<file path="src/rtl/spi_master_ctrl_if.sv">
// spi_master_ctrl_if
// Command/response bus between a requester and the SPI master sequencer.
//
// Signals:
//   cmd_valid  requester has a command (held until accepted)
//   cmd_ready  sequencer can accept a command
//   cmd_type   00 wr-addr, 01 wr-data, 10 rd-addr, 11 rd-data
//   cmd_data   address or data byte
//   rsp_valid  one-cycle pulse, rsp_data has just been updated
//   rsp_data   byte returned by the last read-data frame
//   busy       high from acceptance until the sequencer is idle again
//
// Handshake: a command transfers on a rising clk edge where cmd_valid and
// cmd_ready are both high. The requester keeps cmd_type/cmd_data stable while
// cmd_valid is high and not yet accepted; after the transfer edge the values
// are don't-care. There is no backpressure on the response side: rsp_valid is
// a pulse and rsp_data holds until the next read-data completion.
//
// Modports:
//   master  requester side (drives the command)
//   slave   sequencer side (drives ready, response and busy)
interface spi_master_ctrl_if;
    logic       cmd_valid;
    logic       cmd_ready;
    logic [1:0] cmd_type;
    logic [7:0] cmd_data;
    logic       rsp_valid;
    logic [7:0] rsp_data;
    logic       busy;

    modport master (
        output cmd_valid, cmd_type, cmd_data,
        input  cmd_ready, rsp_valid, rsp_data, busy
    );

    modport slave (
        input  cmd_valid, cmd_type, cmd_data,
        output cmd_ready, rsp_valid, rsp_data, busy
    );
endinterface

</file>
<file path="src/rtl/spi_master_ctrl.sv">
// spi_master_ctrl
// Single-requester SPI master sequencer. Takes one command per transaction,
// serialises it as the slave's 11-bit frame {dir, type[1:0], byte} MSB first
// on MOSI under SS_n, and for read-data commands captures the 8-bit MISO reply.
//
// Ports:
//   clk        system clock, rising edge
//   rst_n      asynchronous active-low reset
//   bus        command/response interface (slave modport)
//   SS_n       slave select, active low
//   MOSI       serial data to slave
//   MISO       serial data from slave
//   state_dbg  current sequencer state (encoding of state_t)
//
// Frame timing relative to the accept edge A:
//   A+1         SS_n falls (START)
//   A+2..A+12   11 MOSI bits (SHIFT)
//   non-read:   SS_n held low TAIL more cycles, then rises
//   read-data:  READ_LAT idle cycles, 8 MISO samples, then SS_n rises with
//               rsp_data/rsp_valid updated on the same edge
//   then GAP cycles with SS_n high and cmd_ready low before IDLE.
// All outputs are registered.
module spi_master_ctrl #(
    parameter int TAIL     = 2,   // 0..15
    parameter int READ_LAT = 2,   // 1..15
    parameter int GAP      = 1    // 1..15
) (
    input  logic                clk,
    input  logic                rst_n,
    spi_master_ctrl_if.slave    bus,
    output logic                SS_n,
    output logic                MOSI,
    input  logic                MISO,
    output logic [2:0]          state_dbg
);

    typedef enum logic [2:0] {
        IDLE  = 3'd0,
        START = 3'd1,
        SHIFT = 3'd2,
        TAILW = 3'd3,
        WAIT  = 3'd4,
        RECV  = 3'd5,
        GAPW  = 3'd6
    } state_t;

    // Wait counter terminal values. WAIT and GAPW count from 0 and leave on
    // the last count; TAILW needs one extra edge to drop the last MOSI bit
    // back to 0 before holding, so it leaves on TAIL itself.
    localparam logic [3:0] TAIL_LAST = 4'(TAIL);
    localparam logic [3:0] RL_LAST   = 4'(READ_LAT - 1);
    localparam logic [3:0] GAP_LAST  = 4'(GAP - 1);

    state_t      state;
    logic [10:0] tx_shift;
    logic [7:0]  rx_shift;
    logic [3:0]  bit_cnt;
    logic [3:0]  wait_cnt;
    logic        is_rd;

    assign state_dbg = state;

    always_ff @(posedge clk or negedge rst_n) begin
        if (!rst_n) begin
            state         <= IDLE;
            tx_shift      <= '0;
            rx_shift      <= '0;
            bit_cnt       <= '0;
            wait_cnt      <= '0;
            is_rd         <= 1'b0;
            SS_n          <= 1'b1;
            MOSI          <= 1'b0;
            bus.cmd_ready <= 1'b0;
            bus.rsp_valid <= 1'b0;
            bus.rsp_data  <= '0;
            bus.busy      <= 1'b0;
        end else begin
            bus.rsp_valid <= 1'b0;
            case (state)
                IDLE: begin
                    if (bus.cmd_valid && bus.cmd_ready) begin
                        // Leading bit repeats type[1]: the slave's direction bit.
                        tx_shift      <= {bus.cmd_type[1], bus.cmd_type, bus.cmd_data};
                        is_rd         <= &bus.cmd_type;
                        bus.cmd_ready <= 1'b0;
                        bus.busy      <= 1'b1;
                        state         <= START;
                    end else begin
                        // Also the first ready edge after reset release.
                        bus.cmd_ready <= 1'b1;
                    end
                end

                START: begin
                    SS_n    <= 1'b0;
                    MOSI    <= 1'b0;
                    bit_cnt <= '0;
                    state   <= SHIFT;
                end

                SHIFT: begin
                    MOSI     <= tx_shift[10];
                    tx_shift <= {tx_shift[9:0], 1'b0};
                    wait_cnt <= '0;
                    if (bit_cnt == 4'd10) begin
                        bit_cnt <= '0;
                        state   <= is_rd ? WAIT : TAILW;
                    end else begin
                        bit_cnt <= bit_cnt + 4'd1;
                    end
                end

                TAILW: begin
                    MOSI <= 1'b0;
                    if (wait_cnt == TAIL_LAST) begin
                        SS_n     <= 1'b1;
                        wait_cnt <= '0;
                        state    <= GAPW;
                    end else begin
                        wait_cnt <= wait_cnt + 4'd1;
                    end
                end

                WAIT: begin
                    MOSI <= 1'b0;
                    if (wait_cnt == RL_LAST) begin
                        wait_cnt <= '0;
                        bit_cnt  <= '0;
                        state    <= RECV;
                    end else begin
                        wait_cnt <= wait_cnt + 4'd1;
                    end
                end

                RECV: begin
                    // Eight sampling edges (bit_cnt 0..7), then one closing
                    // edge that raises SS_n and publishes the byte.
                    if (bit_cnt == 4'd8) begin
                        SS_n          <= 1'b1;
                        bus.rsp_data  <= rx_shift;
                        bus.rsp_valid <= 1'b1;
                        bit_cnt       <= '0;
                        wait_cnt      <= '0;
                        state         <= GAPW;
                    end else begin
                        rx_shift <= {rx_shift[6:0], MISO};
                        bit_cnt  <= bit_cnt + 4'd1;
                    end
                end

                GAPW: begin
                    if (wait_cnt == GAP_LAST) begin
                        wait_cnt      <= '0;
                        bus.cmd_ready <= 1'b1;
                        bus.busy      <= 1'b0;
                        state         <= IDLE;
                    end else begin
                        wait_cnt <= wait_cnt + 4'd1;
                    end
                end

                default: state <= IDLE;
            endcase
        end
    end

endmodule
</file>
<file path="src/flat_wrapper.sv">
// flat-port wrapper written by rule: the top's interface ports become plain ports
module spi_master_ctrl_flat 
#(
    parameter int TAIL     = 2,           
    parameter int READ_LAT = 2,           
    parameter int GAP      = 1            
)
  (clk, rst_n, SS_n, MOSI, MISO, state_dbg, bus_cmd_valid, bus_cmd_type, bus_cmd_data, bus_cmd_ready, bus_rsp_valid, bus_rsp_data, bus_busy);
  spi_master_ctrl_if bus_i ();
  input  logic clk;
  input  logic rst_n;
  output logic SS_n;
  output logic MOSI;
  input  logic MISO;
  output logic [2:0] state_dbg;
  input wire logic [$bits(bus_i.cmd_valid)-1:0] bus_cmd_valid;
  input wire logic [$bits(bus_i.cmd_type)-1:0] bus_cmd_type;
  input wire logic [$bits(bus_i.cmd_data)-1:0] bus_cmd_data;
  output wire logic [$bits(bus_i.cmd_ready)-1:0] bus_cmd_ready;
  output wire logic [$bits(bus_i.rsp_valid)-1:0] bus_rsp_valid;
  output wire logic [$bits(bus_i.rsp_data)-1:0] bus_rsp_data;
  output wire logic [$bits(bus_i.busy)-1:0] bus_busy;
  assign bus_i.cmd_valid = bus_cmd_valid;
  assign bus_i.cmd_type = bus_cmd_type;
  assign bus_i.cmd_data = bus_cmd_data;
  assign bus_cmd_ready = bus_i.cmd_ready;
  assign bus_rsp_valid = bus_i.rsp_valid;
  assign bus_rsp_data = bus_i.rsp_data;
  assign bus_busy = bus_i.busy;
  spi_master_ctrl #(.TAIL(TAIL), .READ_LAT(READ_LAT), .GAP(GAP)) u_core (.clk(clk), .rst_n(rst_n), .bus(bus_i), .SS_n(SS_n), .MOSI(MOSI), .MISO(MISO), .state_dbg(state_dbg));
endmodule
</file>
<file path="config.mk">
export PLATFORM = sky130hd
export DESIGN_NAME = spi_master_ctrl_flat
export DESIGN_NICKNAME = d
export VERILOG_FILES = /design/src/rtl/spi_master_ctrl_if.sv /design/src/rtl/spi_master_ctrl.sv /design/src/flat_wrapper.sv
export SDC_FILE = /design/constraint.sdc
export NUM_CORES = 1
export LEC_CHECK = 0
export ABC_AREA = 1
export BUFFER_PORTS_ARGS = -buffer_cell sky130_fd_sc_hd__buf_2
export CAP_MARGIN = 20
export CORE_UTILIZATION = 38
export DETAILED_ROUTE_END_ITERATION = 7
export GPL_TIMING_DRIVEN = 1
export PLACE_DENSITY = 0.53
export SYNTH_ARGS = -nofsm -noshare
export SYNTH_HDL_FRONTEND = slang
export SYNTH_SLANG_ARGS = --single-unit
</file>
<file path="constraint.sdc">
create_clock -name clk -period 3.6 [get_ports clk]
set_input_delay 0.72 -clock clk [delete_from_list [all_inputs] [get_ports clk]]
set_output_delay 0.72 -clock clk [all_outputs]
set_load 0.1 [all_outputs]
</file>
# Word-level counts from Yosys, hierarchy flattened
# Index checks and enable logic that the tools add are counted.
# W data, S select, Z words.
# word_totals
ff_bits	44
in_bits	14
out_inout_bits	16
elab_cells	83
# op_classes
addsub	2
n_eq_ne	16
mux	31
n_bitwise	1
reduce_logical	21
# ops
op	n
$mux W4	7
$pmux W11 S2	1
$mux W3	7
$pmux W3 S7	1
$pmux W4 S5	1
$pmux W4 S4	1
$reduce_and A2 Y1	8
$ne A2 B1 Y1 const B	6
$mux W11	1
$eq A3 B3 Y1 const B	3
$add A4 B1 Y4 const B	2
$eq A4 B4 Y1 const B	2
$mux W1	8
$eq A3 B2 Y1 const B	2
$pmux W1 S2	3
$reduce_and A3 Y1	2
$reduce_and A6 Y1	1
$reduce_bool A2 Y1	3
$reduce_bool A5 Y1	1
$eq A4 B1 Y1 const B	1
$eq A4 B2 Y1 const B	1
$logic_not A4 Y1	1
$reduce_bool A4 Y1	1
$eq A3 B1 Y1 const B	1
other kinds (6)	6

# Depth between registers and ports, before layout
# Gate-level depths: netlist of the first run.
# logic_depth
depth_word	3
ltp_mapped	9
mapped_depth_nobuf	9

# Worst setup path before layout of the first run
# OpenSTA, ideal clock, no wires.
# synth_path
path_kind	register -> register
startpoint	reg u_core.state[2] (netlist: u_core.state_dbg[2])
endpoint	reg u_core.rx_shift[3]
setup_ns	0.125
t_arrival_ns	1.928
required_time_ns	3.475
path_slack_ns	1.547
stages_incl_launch_ff	7
path_buffers	2
synth_period_minus_slack_ns	2.053
cell_sequence	dfrtp_1 buf_6 nand3_4 inv_4 nand2_4 buf_6 mux2_4
# synth_via
elab_chain_len	2
# synth_lines
item	line	rtl
from (decl)	spi_master_ctrl.sv:54	state_t state;
from (signal assigned)	spi_master_ctrl.sv:107	state <= is_rd ? WAIT : TAILW;
$eq A3 B3 Y1	spi_master_ctrl.sv:79	case (state)
$reduce_and A2 Y1 (no source line)	--	
to (signal assigned)	spi_master_ctrl.sv:146	rx_shift <= {rx_shift[6:0], MISO};
to (decl)	spi_master_ctrl.sv:56	logic [7:0] rx_shift;
# No other way between the ends.
# A chain may end at the register's enable or synchronous reset.

# Worst setup path after layout of the first run
# layout_path
startpoint	reg u_core.state[2] (netlist: u_core.state_dbg[2])
endpoint	out state_dbg[2]
# layout_rtl
item	line	rtl
to (decl)	flat_wrapper.sv:15	output logic [2:0] state_dbg;
# No word-level cell between the ends.

==> results of run 1 <==
==> synthesized netlist by cell type, types with 3 or more instances <==
cell      n  area [sq um]
nand2_1  67         251.5
dfrtp_1  43          1076
nand3_1  24         120.1
inv_1    23         86.33
o21ai_0  13         65.06
mux2_2   10         112.6
o21ai_1  10         50.05
nor2_1    8         30.03
ha_1      7         87.58
inv_2     5         18.77
nand2_4   5         56.30
buf_6     4         45.04
xor2_1    4         35.03
a21oi_1   3         15.01
mux2_4    3         45.04
==> final cells by class <==
type | instances | area share, %
well taps | 72 | 3.500
clock inverters | 2 | 1.507
flip-flops and latches | 44 | 42.83
inverters | 29 | 4.327
multi-input cells | 166 | 37.92
repair buffers | 30 | 6.709
clock buffers | 6 | 3.209
==> registers in the layout (all words and copies together) (netlist names), 3 cells and up <==
signal and flops:
u_core.state_dbg 3, u_core.tx_shift 11, u_core.wait_cnt 4, u_core.rx_shift 8, u_core.bit_cnt 4, u_core.bus.rsp_data 8
==> logic make-up after synthesis <==
| logic type | share of synthesized area (%) |
|---|---|
| and+or+nand+nor | 24.64 |
| AOI/OAI and AO/OA | 6.495 |
| adders and majority gates | 3.919 |
| muxes | 7.055 |
| buffers and inverters | 6.999 |
| xor gates and xnor gates | 1.568 |
| DFF | 49.33 |
==> report_power, final <==
| part | internal (W) | switching (W) | leakage [nW] |
|---|---|---|---|
| Combinational | 0.000288 | 0.000736 | 0.749 |
| Clock | 0.000227 | 0.000177 | 0.0614 |
| Sequential | 0.000659 | 0.000130 | 0.568 |
==> metrics by stage <==
stage / hold slack [ns] / utilization [%] / setup WS, ns / instance area [sq um]
floorplan: 0.4244 / - / 1.547 / 2235
global placement: 0.4594 / 43.50 / 1.711 / 2425
detailed placement: 0.4662 / 43.50 / 1.696 / 2425
CTS: 0.4849 / 45.68 / 1.359 / 2546
global route: 0.4153 / 46.17 / 1.311 / 2574
finish: 0.3789 / 46.17 / 1.380 / 2574
==> path summary, 6_finish.rpt <==
check                                    start                   to  slack [ns]  cells past startpoint
setup reg to reg             u_core.bit_cnt[0]  u_core.state_dbg[0]        1.85                      9
hold reg to reg                    u_core.SS_n          u_core.SS_n        0.48                      2
setup / recovery           u_core.state_dbg[2]         state_dbg[2]        1.38                      1
hold / removal                           rst_n   u_core.wait_cnt[0]        0.38                      1
min in group clk                   u_core.SS_n          u_core.SS_n        0.48                      2
max in group asynchronous                rst_n  u_core.tx_shift[10]        2.72                      2
==> metal layers <==
| metal | share of wire (%) | vias to the layer above | global-route usage (%) | wire length, microns |
|---|---|---|---|---|
| met5 | 0 | - | 0 | 0 |
| met4 | 1.6 | 0 | 6.111 | 63 |
| met3 | 3.0 | 6 | 3.488 | 123 |
| met2 | 44 | 22 | 22.96 | 1782 |
| met1 | 51 | 744 | 20.18 | 2073 |
| li1 | - | 849 | - | - |
==> results_dict.tcl, run 1 <==
set metrics [dict create \
    nFillCells 551 \
    critPathKind "reg2out" \
    portBuffers 29 \
    worstMarginPinSlew_ns 0.5223 \
    ir_worst_vdd_uv 373.1 \
    worst_slew_margin_rel_pct 65.18 \
    final_common_cell "nand2_1" \
    syn2layout_area_growth_pct 15.17 \
    synth_nets 264 \
    rsz0062_at_grt "false" \
    synthArstFlopShare_pct 100.0 \
    hp-class "in2async" \
    cp.buffers_inverters 1 \
    drc 0 \
    n_antenna_cell 0 \
    yosysSeqAreaShare_pct 49.33 \
    cts_tree "done" \
    cp_slowest_cell "dfrtp_1" \
    cp_cell_sequence "buf_2" \
    power_w 0.002217 \
    die_w_microns 78.69 \
    crit_required_ns 2.88 \
    antenna_left 0 \
    fin_skew_ns 0.006280 \
    drv_slew 0 \
    vias_per_cell 4.645 \
    clock_sinks 44 \
    final_cell_mix "nand2_1 (67), dfrtp_1 (43), buf_2 (29), nand3_1 (24), inv_1 (23)" \
    endpoint_kind "output port" \
    grt.total_usage_pct 14.95 \
    firstDrtPassIters 4 \
    synth_cell_types 26 \
    regArea_sq_mm 0.001102 \
    drive_above_1_share_pct 25.27 \
    cts_buffers 5 \
    insertion_delay_ns 0.30 \
    routedWlPerCell_microns 11.58 \
    dp_cells 340 \
    cts_resized 0 \
    grt_pass1_vias 1564 \
    setup_viol 0 \
    wl_mm 4.042 \
    synth-edff-count 0 \
    p_per_area_mw_per_mm2 861.5 \
    fin_cells 349 \
    ys_seq_elements 44 \
    grt_max_degree 45 \
    synth_flop_cell "dfrtp_1" \
    path_delay_family "flip-flops" \
    critPathMaxFanout 12 \
    setup.worst_path.start_class "flip-flop" \
    fmax_mhz 450.4 \
    tns_ns 0 \
    fin_nets 297 \
    initialDrtViolationCount 39 \
    start_util_pct 40.09 \
    status "complete, no violations" \
    ctsHoldBuffers 0 \
    die_h_microns 78.69 \
    fin_crit_ns 2.220 \
    multi_input_area_sq_um 975.9 \
    final.period_utilization_pct 61.67 \
    post_cts_buffers 0 \
    cp_data_arrival_time_ns 1.50 \
    yosys_warnings 0 \
    drv_cap 0 \
    path_clk_slew_ns 0.09 \
    gp_congestion 0.7403 \
    overflow 0 \
    ioPinCount 30 \
    grt_pass1_wl_mm 7.148 \
    syn-cell-area_sq_mm 0.002235 \
    htreeDepth 2 \
    coreArea_sq_mm 0.005574 \
    critPathMaxStageDelay_ns 0.68 \
    antenna_found_initial 0 \
    cts_root_buf "clkbuf_8" \
    cts.path.max_buffers 2 \
    die_area_sq_mm 0.006191 \
    vias 1621 \
    dp_hpwl_mm 2.914 \
    rows 27 \
    finalHoldViolations 0 \
    p_leak_nw 1.379 \
    syn_inst 243 \
    syn_avg_cell_area_sq_um 9.196 \
]
(Power assumes the default switching activity.)
==> run 2, diff against run 1 <==
==> constraint.sdc (replaced) <==
create_clock -name clk -period 2.05 [get_ports clk]
set_input_delay 0.41 -clock clk [delete_from_list [all_inputs] [get_ports clk]]
set_output_delay 0.41 -clock clk [all_outputs]
set_load 0.1 [all_outputs]
==> run 2 against run 1 <==
Critical path type unchanged. Clock-buffer cell count stayed put. Global-route usage is 0.19 points higher. Largest power group unchanged. Combinational power is 77% higher. Via count is 1.2% higher. Non-clock buffer count is 1 higher. Total power is 75% higher. Flip-flop and latch count stayed put. Clock power is 74% higher. Register-to-register slack worse by 1.5 ns.
==> results_dict.tcl, run 2 (synthesis results as in run 1) <==
set metrics [dict create \
    insertion_delay_ns 0.30 \
    ctsHoldBuffers 0 \
    p_per_area_mw_per_mm2 1518 \
    wl_mm 4.038 \
    cp.buffers_inverters 1 \
    cts_buffers 5 \
    drive_above_1_share_pct 25.90 \
    die_area_sq_mm 0.006191 \
    dpl_cell_area_sq_mm 0.002441 \
    cts_tree "done" \
    gp_congestion 0.7718 \
    antenna_found_initial 0 \
    die_h_microns 78.69 \
    coreArea_sq_mm 0.005574 \
    top_register "u_core.tx_shift" \
    drc 0 \
    grt_max_degree 28 \
    grt_pass1_wl_mm 7.196 \
    cts_root_buf "clkbuf_8" \
    fin_skew_ns 0.005849 \
    endpoint_kind "output port" \
    syn2layout_area_growth_pct 14.67 \
    antenna_left 0 \
    routedWlPerCell_microns 11.54 \
    initialDrtViolationCount 73 \
    setup.worst_path.start_class "flip-flop" \
    drv_cap 0 \
    worstMarginPinSlew_ns 0.6129 \
    cp_cell_sequence "buf_2" \
    path_clk_slew_ns 0.09 \
    vias_per_cell 4.689 \
    vias 1641 \
    clock_sinks 44 \
    cp_data_arrival_time_ns 1.33 \
    critPathMaxFanout 8 \
    final_cell_mix "nand2_1 (67), dfrtp_1 (42), buf_2 (29), nand3_1 (24), inv_1 (23)" \
    start_util_pct 40.09 \
    finalHoldViolations 0 \
    top_regs "u_core.tx_shift (11), u_core.bus.rsp_data (8), u_core.rx_shift (8)" \
    largest_reg_flops 11 \
    dp_cells 342 \
    ir_worst_vdd_uv 671.9 \
    rows 27 \
    path_delay_family "flip-flops" \
    grt.total_usage_pct 15.14 \
    post_cts_buffers 0 \
    tns_ns 0 \
    grt_pass1_vias 1550 \
    fin_nets 298 \
    die_w_microns 78.69 \
    final_area_sq_mm 0.002562 \
    fmax_mhz 573.5 \
    drv_slew 0 \
    fin_hold_ws_ns 0.1174 \
    critPathMaxStageDelay_ns 0.54 \
    hp-class "in2async" \
    crit_required_ns 1.64 \
    final_common_cell "nand2_1" \
    portBuffers 29 \
    critPathKind "reg2out" \
    cts_resized 0 \
    status "complete, no violations" \
    n_antenna_cell 0 \
    overflow 0 \
    dp_hpwl_mm 2.943 \
    final.period_utilization_pct 85.06 \
    htreeDepth 2 \
    cts.path.max_buffers 2 \
    setup_viol 0 \
    ioPinCount 30 \
    p_leak_nw 1.375 \
    fin_cells 350 \
    cp_slowest_cell "dfrtp_1" \
    firstDrtPassIters 4 \
    fin_crit_ns 1.744 \
    rsz0062_at_grt "false" \
    worst_slew_margin_rel_pct 59.14 \
    power_w 0.003890 \
]
[run 2: metrics by stage]
stage	setup slack [ns]	util, %
3_3_place_gp	0.3979	43.79
5_1_grt	0.1898	45.97
2_1_floorplan	0.01520	-
4_1_cts	0.2935	45.97
6_report	0.3063	45.97
3_5_place_dp	0.3580	43.79
[run 2: routing by layer]
| layer | wire length, microns | vias to the layer above | global-route usage [%] |
|---|---|---|---|
| met5 | 0 | - | 0 |
| met4 | 51 | 0 | 6.667 |
| met3 | 152 | 5 | 3.605 |
| met2 | 1836 | 27 | 22.35 |
| met1 | 1997 | 762 | 20.98 |
| li1 | - | 847 | - |
[run 2: worst register-to-register path, delay by kind of cell, from the launching register on]
family / cells / cell delay (ns)
adder cells (fa/ha/maj): 1 / 0.15
AND/OR/NAND/NOR: 7 / 0.91
buffers and inverters: 1 / 0.11
flip-flops: 1 / 0.41
[run 2: layout make-up]
cell class | count | area (sq um)
clock buffer | 6 | 82.58
clock inverter | 2 | 38.79
multi-input combinational | 166 | 975.9
timing repair buffer | 31 | 160.2
sequential | 44 | 1104
inverter | 29 | 111.4
fill | 555 | 3012
tap | 72 | 90.09
[run 2: path summary, 6_finish.rpt]
path / start / end / slack, ns / depth (start not counted)
min in group clk: bus_cmd_data[0] / u_core.tx_shift[0] / 0.33 / 3
worst max-delay path: u_core.state_dbg[0] / state_dbg[0] / 0.31 / 1
worst max register to register: u_core.bit_cnt[0] / u_core.state_dbg[1] / 0.36 / 9
max in group asynchronous: rst_n / u_core.bus.rsp_data[7] / 1.35 / 2
worst min register to register: u_core.tx_shift[8] / u_core.tx_shift[8] / 0.47 / 2
worst min-delay path: rst_n / u_core.tx_shift[10] / 0.12 / 1
[run 2: report_power, final]
part           internal [W]  switching, W  total [W]  leakage, nW
logic              0.000503       0.00130    0.00181        0.746
registers           0.00116      0.000223    0.00138        0.567
clock network      0.000399      0.000303   0.000702       0.0614
total               0.00206       0.00183    0.00389         1.37
